===== src/rtl/wb_mem_arbiter.sv =====
// rtl/wb_mem_arbiter.sv - round-robin Wishbone arbiter sharing one memory slave
// Optional stall watchdog compiled in with WB_ARB_WATCHDOG_EN.
module wb_mem_arbiter #(
    parameter int NUM_MASTERS = 3,
    parameter int TIMEOUT     = 255
) (
    input  logic                     wb_clk_i,
    input  logic                     wb_rst_i,
    input  logic [NUM_MASTERS-1:0]   m_cyc_i,
    input  logic [NUM_MASTERS-1:0]   m_stb_i,
    input  logic [NUM_MASTERS-1:0]   m_we_i,
    input  logic [32*NUM_MASTERS-1:0] m_adr_i,
    input  logic [32*NUM_MASTERS-1:0] m_dat_i,
    input  logic [4*NUM_MASTERS-1:0] m_sel_i,
    input  logic [3*NUM_MASTERS-1:0] m_cti_i,
    input  logic [2*NUM_MASTERS-1:0] m_bte_i,
    output logic [31:0]              m_dat_o,
    output logic [NUM_MASTERS-1:0]   m_ack_o,
    output logic [NUM_MASTERS-1:0]   m_err_o,
    output logic                     s_cyc_o,
    output logic                     s_stb_o,
    output logic                     s_we_o,
    output logic [31:0]              s_adr_o,
    output logic [31:0]              s_dat_o,
    output logic [3:0]               s_sel_o,
    output logic [2:0]               s_cti_o,
    output logic [1:0]               s_bte_o,
    input  logic [31:0]              s_dat_i,
    input  logic                     s_ack_i,
    input  logic                     s_err_i,
    output logic [NUM_MASTERS-1:0]   gnt_o,
    output logic                     timeout_o
);
    localparam int IW = (NUM_MASTERS > 1) ? $clog2(NUM_MASTERS) : 1;

    typedef enum logic {IDLE = 1'b0, OWNED = 1'b1} state_t;

    state_t                 r_state, w_state_nxt;
    logic [IW-1:0]          r_owner, w_owner_nxt;
    logic [IW-1:0]          r_last, w_last_nxt;
    logic [IW-1:0]          w_pick;
    logic [NUM_MASTERS-1:0] r_gnt, w_gnt_nxt;
    logic                   w_any_req;
    logic                   w_owned;
    logic                   w_own_cyc;
    logic                   w_own_stb;
    logic                   w_timeout;
    int                     w_idx;

    assign w_owned   = (r_state == OWNED);
    assign w_own_cyc = m_cyc_i[r_owner];
    assign w_own_stb = m_stb_i[r_owner];

    // Descending scan: the requester nearest after r_last is written last and wins.
    always_comb begin
        w_pick    = r_last;
        w_any_req = 1'b0;
        w_idx     = 0;
        for (int k = NUM_MASTERS; k >= 1; k--) begin
            w_idx = (int'(r_last) + k) % NUM_MASTERS;
            if (m_cyc_i[w_idx]) begin
                w_pick    = IW'(w_idx);
                w_any_req = 1'b1;
            end
        end
    end

    always_comb begin
        w_state_nxt = r_state;
        w_owner_nxt = r_owner;
        w_last_nxt  = r_last;
        w_gnt_nxt   = r_gnt;
        case (r_state)
            IDLE: begin
                if (w_any_req) begin
                    w_state_nxt = OWNED;
                    w_owner_nxt = w_pick;
                    w_gnt_nxt   = NUM_MASTERS'(1) << w_pick;
                end
            end
            OWNED: begin
                if (!w_own_cyc) begin
                    w_state_nxt = IDLE;
                    w_last_nxt  = r_owner;
                    w_gnt_nxt   = '0;
                end
            end
            default: begin
                w_state_nxt = IDLE;
                w_gnt_nxt   = '0;
            end
        endcase
    end

    always_ff @(posedge wb_clk_i or posedge wb_rst_i) begin
        if (wb_rst_i) begin
            r_state <= IDLE;
            r_owner <= '0;
            r_last  <= IW'(NUM_MASTERS - 1);
            r_gnt   <= '0;
        end else begin
            r_state <= w_state_nxt;
            r_owner <= w_owner_nxt;
            r_last  <= w_last_nxt;
            r_gnt   <= w_gnt_nxt;
        end
    end

`ifdef WB_ARB_WATCHDOG_EN
    logic [7:0] r_wd_cnt;

    assign w_timeout = w_owned && (r_wd_cnt == 8'(TIMEOUT));

    always_ff @(posedge wb_clk_i or posedge wb_rst_i) begin
        if (wb_rst_i) begin
            r_wd_cnt <= '0;
        end else if (!w_owned || !w_own_cyc || w_timeout || s_ack_i || s_err_i) begin
            r_wd_cnt <= '0;
        end else if (w_own_stb) begin
            r_wd_cnt <= r_wd_cnt + 8'd1;
        end
    end
`else
    assign w_timeout = 1'b0;
`endif

    // Slave side follows the owner combinationally; everything is zero while IDLE.
    assign s_cyc_o = w_owned & w_own_cyc;
    assign s_stb_o = w_owned & w_own_stb & ~w_timeout;
    assign s_we_o  = w_owned & m_we_i[r_owner];
    assign s_adr_o = w_owned ? m_adr_i[32*r_owner +: 32] : '0;
    assign s_dat_o = w_owned ? m_dat_i[32*r_owner +: 32] : '0;
    assign s_sel_o = w_owned ? m_sel_i[4*r_owner +: 4]   : '0;
    assign s_cti_o = w_owned ? m_cti_i[3*r_owner +: 3]   : '0;
    assign s_bte_o = w_owned ? m_bte_i[2*r_owner +: 2]   : '0;

    assign m_dat_o   = s_dat_i;
    assign m_ack_o   = w_owned ? (NUM_MASTERS'(s_ack_i) << r_owner) : '0;
    assign m_err_o   = w_owned ? (NUM_MASTERS'(s_err_i | w_timeout) << r_owner) : '0;
    assign gnt_o     = r_gnt;
    assign timeout_o = w_timeout;

endmodule


===== config.mk =====
export PLATFORM = sky130hd
export DESIGN_NAME = wb_mem_arbiter
export DESIGN_NICKNAME = d
export VERILOG_FILES = /design/src/rtl/wb_mem_arbiter.sv
export SDC_FILE = /design/constraint.sdc
export NUM_CORES = 1
export LEC_CHECK = 0
export CORE_AREA = 8 8 141 143
export CTS_CLUSTER_DIAMETER = 100
export DETAILED_ROUTE_END_ITERATION = 10
export DIE_AREA = 0 0 149 151
export MAX_ROUTING_LAYER = met4
export PLACE_DENSITY = 0.68
export SLEW_MARGIN = 20
export SYNTH_ARGS = -nofsm -noshare
export SYNTH_HDL_FRONTEND = slang
export SYNTH_SLANG_ARGS = --single-unit

===== constraint.sdc =====
create_clock -name wb_clk_i -period 5.9 [get_ports wb_clk_i]
set_clock_uncertainty 0.1 [all_clocks]
set_input_delay 1.77 -clock wb_clk_i [delete_from_list [all_inputs] [get_ports wb_clk_i]]
set_output_delay 1.77 -clock wb_clk_i [all_outputs]
set_load 0.01 [all_outputs]

==> impl_results.md <==
* RSZ-0062 raised after global routing: no
* Crit path DAT at 3460 ps
* Slew of the pin with the lowest slew margin at just over 900 ps
* First-pass GRT wire length at between 20000 and 25000 um
* Via count at about 3900
* Detailed placement HPWL at between 10000 and 15000 um
* Fraction of final layout cells with drive strength greater than 1 at under 10%
* Critical setup path kind: input pin to primary output
* Most frequent cell on the critical path: sky130_fd_sc_hd__clkdlybuf4s50_1
* Min Tclk post-route at between 5000 and 6000 ps
* Share of async-settable or async-resettable flops after synthesis at between 90% and 100%
* Final-report setup violation count at 0
* Syn_area_per_cell at around 6 um^2
* Post-route cell area at approximately 6000 um^2
* Critical Path Sink Type: primary output
* Critical Path, Cell by Cell: clkdlybuf4s50_1, mux2_1, mux2_2, nand2_1, inv_1, clkdlybuf4s50_1
* Number of failing hold endpoints at the final stage at 0
* Fillcell total at 1873
* Maximum fanout along the worst path at 6
* Die outline width at around 150 um
* Setup crit start: m_cyc_i[1]
* Weighted congestion at the end of routability-driven global placement at between 0.8 and 0.9
* Main synth FF type: sky130_fd_sc_hd__dfrtp_1
* N_diodes at 0
* Pin count of the biggest net entering global routing at just over 80
* Pre-antenna DRT Iters at 4
* PD cells at ~350 nW/um^2
* Count of antenna-violating nets left after detailed routing at 0
* H-tree lvl count at 1
* Kind of start point of the critical path: input pin
* Clock slew at reported path FFs at approximately 40 ps
* GRT met2 Usage at approximately 22%
* Max rail drop VDD at 0.000170 V
* Slowest cell on crit path: sky130_fd_sc_hd__clkdlybuf4s50_1
* I/O Buffers at 316
* Crit path buf inv count at 3
* Die area at roughly 22000 um^2
* Class of the tightest hold or removal check: flop to flop
* Maximum clock path buffer count at 2
* Post-synth net total at approximately 700
* Critical Path Max Stage Delay at roughly 500 ps
* Part of the Yosys area used for sequential elements at approximately 7.4%
* Remaining DRCs at 0
* Post-cts resize count at 0
* Synthesized instance count at approximately 450
* GRT Total Usage at around an eighth
* Total length of routed wires at 15400 um
* Relative slew slack at between 30% and 40%
* Post-detailed-route wirelength per cell at between 15 and 20 um
* Clock tree from TritonCTS: yes
* Number of maximum-capacitance violations at 0
* GRT Residual Overflow at 0
* Worst path required time at a little over 4000 ps
* Netlist cell types at 32
* Number of global-route vias before repair at ~4000
* Post-route setup TNS at 0 ps
* Number of cell rows at between 40 and 50
* Met3 capacity usage during global routing at ~2.5%
* Post-route worst setup slack at 569 ps
* Synthesis-stage register bit count at 8
* Routed via count divided by cell count at 4.23
* Launch point of the worst hold path: gnt_o[0]
* Num CTS Buffers at 3
* CTS hold repair buffers at 0
* Outcome: finished, final reports clean
* CP top delay family: buffers and inverters
* Standard cell core area at between 15000 and 20000 um^2
* Count of clock tree sinks at 8
* Post-placement worst setup slack at 573 ps
* Final core utilization at about a third
* Final worst path period share at about nine tenths
* Signed area change from the synthesized netlist to the final layout at 117%
* Reg2Reg Launch Point: r_owner[0]
* Yosys warning total at 0
* Count of routing violations after the opening detailed-route iteration at approximately 150
* Initial antenna violation count at 0
* Fmax achieved at 188 MHz
* Starting density of the core at 15.5%
* Nets at about 1000
* GR peak layer: met2
* Setup Fix Bufs, Post-CTS at 0
* Number of synthesized flops with an enable pin at 0
* Sequential cell area at between 200 and 250 um^2
* Worst-Skew Late Latency at 230 ps
* Met1 GRT Util at 14.2%
* CTS Root Cell: sky130_fd_sc_hd__clkbuf_16
* Post-placement cell area at between 5000 and 6000 um^2
* Cell leakage power at around 2.3 nW
* Multi-input combinational cell area at 2110 um^2
* Max-slew violations at 0
* Top-Level Pins at between 300 and 400
* Total standard cell area after synthesis at about 2700 um^2
* Die height at ~150 um
[stage by stage]
stage	instances	total power (W)	hold slack (ps)
floorplan	445	0.00113	374
global placement	927	0.00201	394
detailed placement	927	0.00201	400
CTS	931	0.00214	409
global route	931	0.00228	436
finish	931	0.00210	408
[report_power, final]
group	switching [W]	internal (W)
combinational	0.000882	0.000947
clock	0.0000277	0.0000901
sequential	0.0000710	0.0000813
[path summary, 6_finish.rpt]
path,end,slack [ps],cells past startpoint
max in group asynchronous,r_last[1],3730,2
hold reg to reg,gnt_o[0],410,2
hold / removal,gnt_o[0],410,2
setup / recovery,s_cyc_o,570,6
min in group asynchronous,gnt_o[2],1690,2
setup reg to reg,r_last[0],3550,4
[flip-flops by register name, summed over array words and instances, names as in the netlist]
signal,flops
r_owner,2
r_last,2
gnt_o,3
r_state,1
[cell type report]
class | instances | area share [%]
timing repair buffer | 323 | 54.4
multi-input combinational | 362 | 35.6
tap | 229 | 4.83
sequential | 8 | 3.48
clock buffer | 4 | 1.33
inverter | 5 | 0.316
[synth_stat cells (2+ instances only)]
cell type | number | area, um^2
sky130_fd_sc_hd__buf_2 | 16 | 80.1
sky130_fd_sc_hd__o21ai_1 | 4 | 20.0
sky130_fd_sc_hd__nand2b_1 | 3 | 18.8
sky130_fd_sc_hd__mux2i_1 | 79 | 791
sky130_fd_sc_hd__o22a_1 | 2 | 17.5
sky130_fd_sc_hd__o31ai_1 | 4 | 30.0
sky130_fd_sc_hd__clkbuf_1 | 16 | 60.1
sky130_fd_sc_hd__a21oi_1 | 76 | 380
sky130_fd_sc_hd__buf_1 | 4 | 15.0
sky130_fd_sc_hd__nor2_1 | 158 | 593
sky130_fd_sc_hd__nand3b_1 | 3 | 22.5
sky130_fd_sc_hd__o211a_1 | 2 | 20.0
sky130_fd_sc_hd__buf_4 | 33 | 248
sky130_fd_sc_hd__o21ai_0 | 2 | 10.0
sky130_fd_sc_hd__nor2b_1 | 3 | 18.8
sky130_fd_sc_hd__nand2_1 | 9 | 33.8
sky130_fd_sc_hd__dfrtp_1 | 7 | 175
sky130_fd_sc_hd__inv_1 | 4 | 15.0
sky130_fd_sc_hd__ha_1 | 4 | 50.1
sky130_fd_sc_hd__nand3_1 | 3 | 15.0
sky130_fd_sc_hd__and3_1 | 2 | 12.5
[cell families after synthesis]
kind of cell             synth area share, %
AND/OR/NAND/NOR                         26.3
flip-flops                              7.36
AO/OA/AOI/OAI                           18.3
adder cells (fa/ha/maj)                 1.83
multiplexers                            30.2
other                                  0.137
buffers and inverters                   15.8
[cells in the final DEF (no fill, tap or decap), types with 2 or more instances in the layout]
cell type and n:
sky130_fd_sc_hd__nand2b_1 3, sky130_fd_sc_hd__clkdlybuf4s50_1 316, sky130_fd_sc_hd__nand3b_1 3, sky130_fd_sc_hd__buf_4 6
sky130_fd_sc_hd__nor2b_1 2, sky130_fd_sc_hd__a21oi_1 76, sky130_fd_sc_hd__nand3_1 3, sky130_fd_sc_hd__dfrtp_1 5
sky130_fd_sc_hd__mux2i_1 79, sky130_fd_sc_hd__o31ai_1 4, sky130_fd_sc_hd__nand2_1 9, sky130_fd_sc_hd__o21ai_0 2
sky130_fd_sc_hd__o21ai_1 4, sky130_fd_sc_hd__inv_1 4, sky130_fd_sc_hd__ha_1 4, sky130_fd_sc_hd__nor2_1 158
sky130_fd_sc_hd__o211a_1 2, sky130_fd_sc_hd__and3_1 2, sky130_fd_sc_hd__o22a_1 2, sky130_fd_sc_hd__clkbuf_16 3
[tightest hold or removal path: cells and delay by family, from the launching register on]
kind | cells | cell delay [ps]
DFF | 1 | 340
and+or+nand+nor | 1 | 70
AOI/OAI and AO/OA | 1 | 60
[routing by layer]
| layer | share of wire [%] | up-vias |
|---|---|---|
| met5 | 0 | - |
| met2 | 50 | 208 |
| met3 | 7.2 | 20 |
| met1 | 40 | 1732 |
| li1 | - | 1981 |
| met4 | 2.7 | 0 |
No activity file was read; power rests on OpenSTA's default activity.
